==> config.mk <==
export PLATFORM = sky130hd
export DESIGN_NAME = llc_bus_arbiter
export DESIGN_NICKNAME = d
export VERILOG_FILES = /design/src/rtl/llc_bus_arbiter.sv
export SDC_FILE = /design/constraint.sdc
export NUM_CORES = 1
export LEC_CHECK = 0
export BUFFER_PORTS_ARGS = -buffer_cell sky130_fd_sc_hd__buf_4
export CORE_UTILIZATION = 41
export CTS_CLUSTER_DIAMETER = 50
export DETAILED_ROUTE_END_ITERATION = 10
export GPL_TIMING_DRIVEN = 0
export MAX_ROUTING_LAYER = met4
export PLACE_DENSITY = 0.75
export SLEW_MARGIN = 20
export SYNTH_ARGS = -nofsm -noshare
export SYNTH_HDL_FRONTEND = slang
export SYNTH_SLANG_ARGS = --single-unit
==> constraint.sdc <==
create_clock -name clk -period 5.3 [get_ports clk]
set_input_delay 1.06 -clock clk [delete_from_list [all_inputs] [get_ports clk]]
set_output_delay 1.06 -clock clk [all_outputs]
set_load 0.01 [all_outputs]
==> src/rtl/llc_bus_arbiter.sv <==
// llc_bus_arbiter
//   Shares the LLC system-bus port among three requesters (0 = dirty-eviction
//   writeback, 1 = miss fill READ/RWIM, 2 = upgrade invalidate). Each granted
//   operation is issued on the bus, its snoop result is collected (with a
//   timeout and a bounded HITM retry for fills), and a one-cycle response is
//   returned. Read/write/invalidate traffic counters feed the statistics logic.
//
// Ports
//   clk, rst_n                      clock, asynchronous active-low reset
//   req_valid/req_op/req_addr       per-requester request (op: 001 READ,
//                                   010 WRITE, 011 INVALIDATE, 100 RWIM)
//   req_ready                       one-hot grant, combinational in IDLE
//   bus_valid/bus_op/bus_addr       bus issue, held until bus_ready
//   bus_cache_id                    constant CACHE_ID
//   bus_ready                       bus accepts the issued operation
//   snoop_valid/snoop_result        snoop strobe (00 NOHIT, 01 HIT, 10 HITM)
//   rsp_valid/rsp_id/rsp_snoop      one-cycle completion and its sideband,
//   rsp_timeout/rsp_err             sideband is zero when rsp_valid is low
//   rd_count/wr_count/inv_count     wrapping bus-traffic counters
module llc_bus_arbiter #(
    parameter logic [3:0]  CACHE_ID      = 4'd0,
    parameter int unsigned SNOOP_TIMEOUT = 16,
    parameter int unsigned MAX_RETRY     = 1,
    parameter int unsigned CNT_W         = 32
) (
    input  logic             clk,
    input  logic             rst_n,
    input  logic [2:0]       req_valid,
    input  logic [2:0][2:0]  req_op,
    input  logic [2:0][31:0] req_addr,
    output logic [2:0]       req_ready,
    output logic             bus_valid,
    output logic [2:0]       bus_op,
    output logic [31:0]      bus_addr,
    output logic [3:0]       bus_cache_id,
    input  logic             bus_ready,
    input  logic             snoop_valid,
    input  logic [1:0]       snoop_result,
    output logic             rsp_valid,
    output logic [1:0]       rsp_id,
    output logic [1:0]       rsp_snoop,
    output logic             rsp_timeout,
    output logic             rsp_err,
    output logic [CNT_W-1:0] rd_count,
    output logic [CNT_W-1:0] wr_count,
    output logic [CNT_W-1:0] inv_count
);

    typedef enum logic [1:0] {S_IDLE, S_ISSUE, S_SNOOP, S_RESP} state_e;

    typedef enum logic [2:0] {
        OP_READ  = 3'b001,
        OP_WRITE = 3'b010,
        OP_INV   = 3'b011,
        OP_RWIM  = 3'b100
    } bus_op_e;

    typedef enum logic [1:0] {
        SNP_NOHIT = 2'b00,
        SNP_HIT   = 2'b01,
        SNP_HITM  = 2'b10,
        SNP_RSVD  = 2'b11
    } snoop_e;

    state_e            state_q, state_d;
    logic [1:0]        ptr_q, ptr_d;
    logic [1:0]        id_q, id_d;
    logic [2:0]        op_q, op_d;
    logic [31:0]       addr_q, addr_d;
    logic [1:0]        retry_q, retry_d;
    logic [7:0]        tmo_q, tmo_d;
    logic [1:0]        snoop_q, snoop_d;
    logic              err_q, err_d;
    logic              timeout_q, timeout_d;
    logic [CNT_W-1:0]  rd_q, rd_d;
    logic [CNT_W-1:0]  wr_q, wr_d;
    logic [CNT_W-1:0]  inv_q, inv_d;

    // Round-robin winner search
    logic [2:0]        grant;
    logic              win_ok;
    logic [1:0]        win_id;
    logic [2:0]        sum3;
    logic [1:0]        cand;
    logic [2:0]        win_op;
    logic              win_legal;
    logic              is_fill;

    always_comb begin
        grant  = '0;
        win_ok = 1'b0;
        win_id = '0;
        sum3   = '0;
        cand   = '0;
        for (int unsigned i = 0; i < 3; i++) begin
            sum3 = {1'b0, ptr_q} + 3'(i);
            cand = (sum3 >= 3'd3) ? 2'(sum3 - 3'd3) : sum3[1:0];
            if (!win_ok && req_valid[cand]) begin
                win_ok = 1'b1;
                win_id = cand;
            end
        end
        if (win_ok) begin
            grant[win_id] = 1'b1;
        end
    end

    assign win_op    = req_op[win_id];
    assign win_legal = win_op inside {OP_READ, OP_WRITE, OP_INV, OP_RWIM};
    assign is_fill   = (op_q == OP_READ) || (op_q == OP_RWIM);

    always_comb begin
        state_d   = state_q;
        ptr_d     = ptr_q;
        id_d      = id_q;
        op_d      = op_q;
        addr_d    = addr_q;
        retry_d   = retry_q;
        tmo_d     = tmo_q;
        snoop_d   = snoop_q;
        err_d     = err_q;
        timeout_d = timeout_q;
        rd_d      = rd_q;
        wr_d      = wr_q;
        inv_d     = inv_q;

        case (state_q)
            S_IDLE: begin
                if (win_ok) begin
                    id_d      = win_id;
                    op_d      = win_op;
                    addr_d    = req_addr[win_id];
                    retry_d   = '0;
                    snoop_d   = SNP_NOHIT;
                    timeout_d = 1'b0;
                    ptr_d     = (win_id == 2'd2) ? 2'd0 : win_id + 2'd1;
                    if (win_legal) begin
                        err_d   = 1'b0;
                        state_d = S_ISSUE;
                    end else begin
                        err_d   = 1'b1;
                        state_d = S_RESP;
                    end
                end
            end

            S_ISSUE: begin
                if (bus_ready) begin
                    if (is_fill) begin
                        rd_d = rd_q + CNT_W'(1);
                    end else if (op_q == OP_WRITE) begin
                        wr_d = wr_q + CNT_W'(1);
                    end else begin
                        inv_d = inv_q + CNT_W'(1);
                    end
                    tmo_d   = '0;
                    state_d = S_SNOOP;
                end
            end

            S_SNOOP: begin
                tmo_d = tmo_q + 8'd1;
                if (snoop_valid) begin
                    if (snoop_result == SNP_HITM && is_fill &&
                        retry_q < 2'(MAX_RETRY)) begin
                        retry_d = retry_q + 2'd1;
                        state_d = S_ISSUE;
                    end else begin
                        state_d = S_RESP;
                        if (snoop_result == SNP_RSVD) begin
                            snoop_d = SNP_NOHIT;
                            err_d   = 1'b1;
                        end else begin
                            snoop_d = snoop_result;
                        end
                    end
                // The decision is taken one cycle ahead so the response lands
                // exactly SNOOP_TIMEOUT cycles after the issue handshake.
                end else if (tmo_q == 8'(SNOOP_TIMEOUT - 2)) begin
                    timeout_d = 1'b1;
                    snoop_d   = SNP_NOHIT;
                    state_d   = S_RESP;
                end
            end

            S_RESP: begin
                state_d = S_IDLE;
            end

            default: begin
                state_d = S_IDLE;
            end
        endcase
    end

    always_ff @(posedge clk or negedge rst_n) begin
        if (!rst_n) begin
            state_q   <= S_IDLE;
            ptr_q     <= '0;
            id_q      <= '0;
            op_q      <= '0;
            addr_q    <= '0;
            retry_q   <= '0;
            tmo_q     <= '0;
            snoop_q   <= '0;
            err_q     <= 1'b0;
            timeout_q <= 1'b0;
            rd_q      <= '0;
            wr_q      <= '0;
            inv_q     <= '0;
        end else begin
            state_q   <= state_d;
            ptr_q     <= ptr_d;
            id_q      <= id_d;
            op_q      <= op_d;
            addr_q    <= addr_d;
            retry_q   <= retry_d;
            tmo_q     <= tmo_d;
            snoop_q   <= snoop_d;
            err_q     <= err_d;
            timeout_q <= timeout_d;
            rd_q      <= rd_d;
            wr_q      <= wr_d;
            inv_q     <= inv_d;
        end
    end

    // Outputs decode from state so everything is zero while in reset.
    always_comb begin
        req_ready   = (state_q == S_IDLE) ? grant : '0;
        bus_valid   = (state_q == S_ISSUE);
        bus_op      = bus_valid ? op_q : '0;
        bus_addr    = bus_valid ? addr_q : '0;
        rsp_valid   = (state_q == S_RESP);
        rsp_id      = rsp_valid ? id_q : '0;
        rsp_snoop   = rsp_valid ? snoop_q : '0;
        rsp_timeout = rsp_valid & timeout_q;
        rsp_err     = rsp_valid & err_q;
    end

    assign bus_cache_id = CACHE_ID;
    assign rd_count     = rd_q;
    assign wr_count     = wr_q;
    assign inv_count    = inv_q;

endmodule
== Word-level counts from Yosys, hierarchy flattened ==
Index checks and enable logic that the tools add are counted.

* $add $sub $neg: 11
* $lt $le $gt $ge: 9
* Bitwise gates (word level): 4
* Muxes and demuxes: 56
* Equal/unequal tests: 24
* Reduce and logical (&&, ||, !) cells: 22

{| class="wikitable"
|+ Operators with widths
! operator !! count
|-
| 32-bit by 1-bit adder with 32-bit output (second input constant) || 3
|-
| 32-bit binary-select mux with 2-bit select || 1
|-
| 32-bit two-way mux || 2
|-
| 2-bit two-way mux || 22
|-
| 4-bit AND reduction || 5
|-
| 8-bit one-hot mux with 2 select lines || 1
|-
| 1-bit two-way mux || 15
|-
| 2-bit != test (second input constant) || 7
|-
| 2-bit by 3-bit < comparator with 1-bit output (second input constant) || 4
|-
| 3-bit two-way mux || 4
|-
| 2-bit equality test (second input constant) || 5
|-
| 3-bit by 2-bit equality test with 1-bit output (second input constant) || 3
|-
| 8-bit by 1-bit adder with 8-bit output (second input constant) || 1
|-
| 8-bit by 4-bit equality test with 1-bit output (second input constant) || 1
|-
| 8-bit two-way mux || 1
|-
| 2-bit one-hot mux with 2 select lines || 2
|-
| 2-bit one-hot mux with 4 select lines || 1
|-
| 1-bit binary-select mux with 2-bit select || 3
|-
| 3-bit binary-select mux with 2-bit select || 1
|-
| 3-bit by 1-bit equality test with 1-bit output (second input constant) || 2
|-
| 3-bit equality test (second input constant) || 2
|-
| 3-bit by 2-bit >= comparator with 1-bit output (second input constant) || 2
|-
| 3-bit != test (second input constant) || 2
|-
| 3-bit AND reduction || 2
|-
| other kinds (21) || 34
|}

* Logic and storage cells: 139
* Output and inout bits: 146
* Bits of input ports: 114
* Register bits after elaboration: 151

== Depth between registers and ports, before layout ==
* Depth in word-level cells: 18
* Mapped depth: 11
* Mapped depth without buffers: 9

== Worst setup path after synthesis ==
No wires, ideal clock.

* Path kind: input port to output port
* Start point: in req_valid[2]
* End point: out req_ready[0]
* Data arrival time: 2.474 ns
* Stages: 7
* Buffers on the path: 2
* Required time: 4.240 ns
* Slack: 1.766 ns
* Cell sequence: and3b_1 > o32ai_1 > or3_1 > buf_2 > clkbuf_1 > nand2_1 > a21oi_1

* Word-level cells in the longest chain between the ends: 15
* Elaborated cells on any way between the ends: 23
* Those cells by class: order compare (2); mux (16); reduce/logical (5)

{| class="wikitable"
|+ RTL lines
! item !! RTL line !! text
|-
| start: declaration || 28 || <nowiki>input logic [2:0] req_valid,</nowiki>
|-
| 1-bit binary-select mux with 2-bit select || 98 || <nowiki>if (!win_ok && req_valid[cand]) begin</nowiki>
|-
| 1-bit two-way mux (implied by the code) || 98 ||
|-
| 1-bit two-way mux || 98 ||
|-
| 1-bit logical NOT || 98 ||
|-
| 1-bit logical AND || 98 ||
|-
| 1-bit two-way mux || 98 ||
|-
| 1-bit logical NOT || 98 ||
|-
| 1-bit logical AND || 98 ||
|-
| 2-bit two-way mux || 98 ||
|-
| 2-bit by 3-bit < comparator with 1-bit output (implied by the code) / 2-bit by 1-bit >= comparator with 1-bit output (equally long branches) || 104 || <nowiki>grant[win_id] = 1'b1;</nowiki>
|-
| 1-bit logical AND (implied by the code) || 104 ||
|-
| 1-bit two-way mux (implied by the code) || 104 ||
|-
| 1-bit demux with 2-bit select || 104 ||
|-
| 3-bit two-way mux * || 103 || <nowiki>if (win_ok) begin</nowiki>
|-
| 3-bit two-way mux * || 230 || <nowiki>req_ready = (state_q == S_IDLE) ? grant : '0;</nowiki>
|-
| end: declaration || 31 || <nowiki>output logic [2:0] req_ready,</nowiki>
|}

Every way passes the cells marked *; elsewhere a longest branch is shown, timed or not. The select of a mux whose other input is x is not followed.

== Final worst setup path ==
* Start point: reg ptr_q[0]
* End point: out req_ready[0]

* Word-level cells in the longest chain between the ends: 17
* Elaborated cells on any way between the ends: 34
* Those cells by class: add/sub (5); order compare (5); mux (19); reduce/logical (5)

{| class="wikitable"
|+ RTL lines
! item !! RTL line !! text
|-
| start: declaration || 66 || <nowiki>logic [1:0] ptr_q, ptr_d;</nowiki>
|-
| start signal: assignment || 213 || <nowiki>ptr_q <= ptr_d;</nowiki>
|-
| branches (longest 15 deep; another with 2-bit by 1-bit adder with 3-bit output) || -- ||
|-
| 3-bit two-way mux * || 103 ||
|-
| 3-bit two-way mux * || 230 ||
|}

Mark *: on every way between the ends. The select of a mux whose other input is x is not followed.

==> reports/results.env <==
RUN_STATUS='completed'
YOSYS.CELL_TYPES.COUNT=59
CRITICALPATHCATEGORY='flip-flop to primary output'
FINAL_CLOCK_PERIOD_UTILIZATION_BY_THE_WORST_PATH_PCT=80.7
CLK_ROOT_BUFFER_CELL='clkbuf_16'
FP.DIEAREA_UM2=20200
HOLD_FIX_BUFFERS_AT_CTS=0
DESIGN.PORTCOUNT=260
FMAX_MHz=234
TIMING.FINAL.CRIT_PERIOD_NS=4.28
CTSRESIZECOUNT=0
POST_CTS.REPAIR.SETUP_BUFFERS=0
PLACED_CELLS=1310
CRIT_REQUIRED_NS=4.24
SETUP_REPAIR_AFTER_GLOBAL_ROUTING_MISSED_ITS_MARGIN='false'
MOSTFREQUENTLAYOUTCELLS='261 x buf_4, 151 x dfrtp_1, 67 x nor2_1'
POSTPLACECELLAREA_UM2=10300
FINAL_LAYOUT_SIZE_SUFFIX_GT1_SHARE_PCT=31.3
DETAILEDPLACE.WORSTSLACK_NS=1.07
MOST_COMMON_LIBRARY_CELL_IN_THE_LAYOUT_IGNORING_FILL_AND_TAPS='buf_4'
TIMING.CRITICAL_PATH.ARRIVAL_NS=3.22
DETAILEDROUTE.FIRSTPASSITERATIONCOUNT=5
SYNTH.AVG_CELL_AREA_UM2=10.2
POST_SYNTH_AND_OR_NAND_NOR_AREA_FRACTION_PCT=21.2
DRT_FIRST_ITER_VIOLATIONS=222
ROUTE.VIAS.TOTAL=6832
MAX_CAP_VIOL_COUNT=0
WORST_SLEW_PIN_SLEW_NS=0.649
NUM-NETS-FINAL=1193
CTS_MADE_BUFFERS=17
STARTPOINT_TYPE='flip-flop'
CP_MAX_FO=10
CRITICAL-PATH-SLOWEST-CELL='clkbuf_1'
HTREE_LEVELS=4
SYNTH_ADDER_AREA_SHARE_PCT=1.55
FIRST_GLOBAL_VIAS=6870
SETUP-TNS-FINAL_NS=0
GLOBAL_ROUTE.USAGE.TOTAL_PCT=22.0
DIEHEIGHT_UM=142
HOLD_VIOL=0
FINAL.FILL_COUNT=1681
ROUTED_VIA_DENSITY=5.09
CRITICAL-PATH-TOP-DELAY-FAMILY='buffers and inverters'
SYNTH-ASYNC-RESET-RATIO_PCT=100
PATH_CLK_SLEW_NS=0.07
HP-CLASS='flip-flop to flip-flop'
POSTROUTEWIRELENGTH_MM=20.8
FINAL-INSTANCE-COUNT-EXCL-FILL=1342
CELLPOWERDENSITY_nW_PER_UM2=458
FRACTION_OF_THE_YOSYS_AREA_TAKEN_BY_SEQUENTIAL_CELLS_PCT=46.9
GP_ROUTABILITY_CONGESTION=0.925
CRITPATHMOSTFREQUENTCELL='buf_2'
GRT_OVERFLOW=0
IO_BUF_COUNT=255
ANTENNA_VIOLATING_NETS_LEFT=0
SYNTH_WARNINGS=0
ROUTE.DETAILED.WL_PER_INST_UM=15.5
PLACEMENTROWS=50
SYN-CELL-AREA_UM2=8060
TRITONCTS='done'
INSERTION_DELAY_NS=0.42
IR_WORST_VDD_mV=0.387
LEAKAGE_nW=5.72
REPORT.FINAL.SETUP_VIOL=0
SLEW_VIOLATIONS=0
FRACTION_OF_SYNTHESIZED_CELL_AREA_IN_XOR_AND_XNOR_CELLS_PCT=10.4
NUMBER_OF_STORAGE_ELEMENTS_IN_THE_SYNTHESIS_NETLIST=151
MAIN_COMBINATIONAL_CELL_FAMILY_BY_AREA_AFTER_SYNTHESIS='simple AND/OR/NAND/NOR gates'
POWER_mW=5.03
SYNTHTOLAYOUTAREAGROWTH_PCT=36.3
FP.COREAREA_UM2=19000
DETAIL_ROUTE.DRC_VIOLATIONS=0
CTS_SINKS=151
CP.BUFFERS_INVERTERS=5
CLOCK_PATH_BUFFERS=2
DIE-WIDTH_UM=142
INITIAL_CORE_UTIL_PCT=42.5
SLOWEST_DELAY_NS=0.42
SYNTH_EDF_COUNT=0
LARGEST_NET_DEGREE_AT_THE_START_OF_GLOBAL_ROUTING=81
SYNTH_COMPOUND_AREA_SHARE_PCT=10.1
POSTLAYOUTCELLAREA_UM2=11000
ANTENNA_FOUND_INITIAL=0
SETUP_WS_NS=1.02
DOMINANTREGCELLSYNTH='dfrtp_1'
INSERTEDDIODECOUNT=0
FIN_WORST_SKEW_NS=0.0129
SYNTH.MUX.AREA_FRACTION_PCT=6.27
UTILIZATION_PCT=57.9
GRT_PASS1_WL_MM=33.7
FINAL.HOLD.WORST_SLACK_NS=0.470
CP-END-KIND='primary output'
DETAILED_PLACE_HPWL_MM=15.9
SYNTHESIS.INSTANCES=791
CRIT_CHAIN='inv_1, ha_1, buf_2, and3b_1, o32ai_1, or3_1, buf_2, clkbuf_1, nand2_1, a21oi_1, buf_4'
MAX_SLEW_MARGIN_VS_LIMIT_PCT=56.7
[power breakdown]
group	switching (mW)	internal, mW	leakage (nW)
Combinational	1.20	0.987	3.41
Sequential	0.157	1.38	2.00
Clock	0.501	0.811	0.304
Total	1.86	3.17	5.72
[cells in the mapped netlist (3+ instances only)]
library cell  instances  area, um^2
nand2b_1              6        37.5
o22ai_1               4        25.0
mux2i_1              39         390
inv_1                20        75.1
a22oi_1               3        22.5
nor2_1               67         251
or2_1                 3        18.8
mux2_2                9         101
buf_2                16        80.1
a211oi_1             32         240
nor3_1                9        45.0
clkbuf_1             16        60.1
dfrtp_1             151        3780
or3_1                 3        18.8
o21ai_1               3        15.0
nor2b_1               4        25.0
o21ai_0              18        90.1
and2_1               44         275
a211o_1               3        26.3
nor3b_1               4        30.0
nand3_1              49         245
xnor2_1              63         552
xor2_1               33         289
nor3_2                6        60.1
and4_1                5        43.8
nand2_1              55         206
a21o_1               33         248
buf_4                 7        52.6
and3_1               27         169
ha_1                 10         125
nand4_1              13        81.3
[sequential cells by signal (all words and copies together), names as in the netlist]
signal     count
wr_count      32
inv_count     32
state_q        2
ptr_q          2
op_q           3
retry_q        2
addr_q        32
rd_count      32
snoop_q        2
timeout_q      1
id_q           2
tmo_q          8
err_q          1
[routing by layer]
layer,vias to the layer above,GRT usage [%],routed length [um]
li1,3295,-,-
met1,3266,26.6,8760
met2,245,36.7,10300
met3,26,4.64,1340
met4,0,7.19,401
met5,-,-,0
[logic make-up (layout without fill, tap and decap cells)]
kind of cell,Yosys count,in the layout
compound gates,113,113
xor+xnor,96,96
fa+ha+maj,10,10
buf+inv,61,349
flops,151,151
mux,49,49
other cells,1,4
simple gates,310,310
[final timing paths]
path / end / slack, ns / cells after the start / start
worst max-delay path: req_ready[0] / 1.02 / 11 / ptr_q[0]
worst min-delay path: addr_q[0] / 0.47 / 1 / addr_q[0]
worst max register to register: addr_q[1] / 2.43 / 11 / ptr_q[0]
worst min register to register: addr_q[0] / 0.47 / 1 / addr_q[0]
max in group asynchronous: inv_count[7] / 3.91 / 2 / rst_n
min in group asynchronous: wr_count[31] / 0.62 / 1 / rst_n
[layout make-up]
| type | count | area, um^2 | share of cell area (%) |
|---|---|---|---|
| buffer | 40 | 204 | 1.86 |
| clock buffer | 20 | 447 | 4.07 |
| sequential | 151 | 3780 | 34.4 |
| clock inverter | 12 | 190 | 1.73 |
| timing repair buffer | 256 | 1950 | 17.8 |
| inverter | 21 | 78.8 | 0.718 |
| multi-input combinational | 582 | 4010 | 36.5 |
| tap | 260 | 325 | 2.96 |
Power figures use the tool's default switching activity.
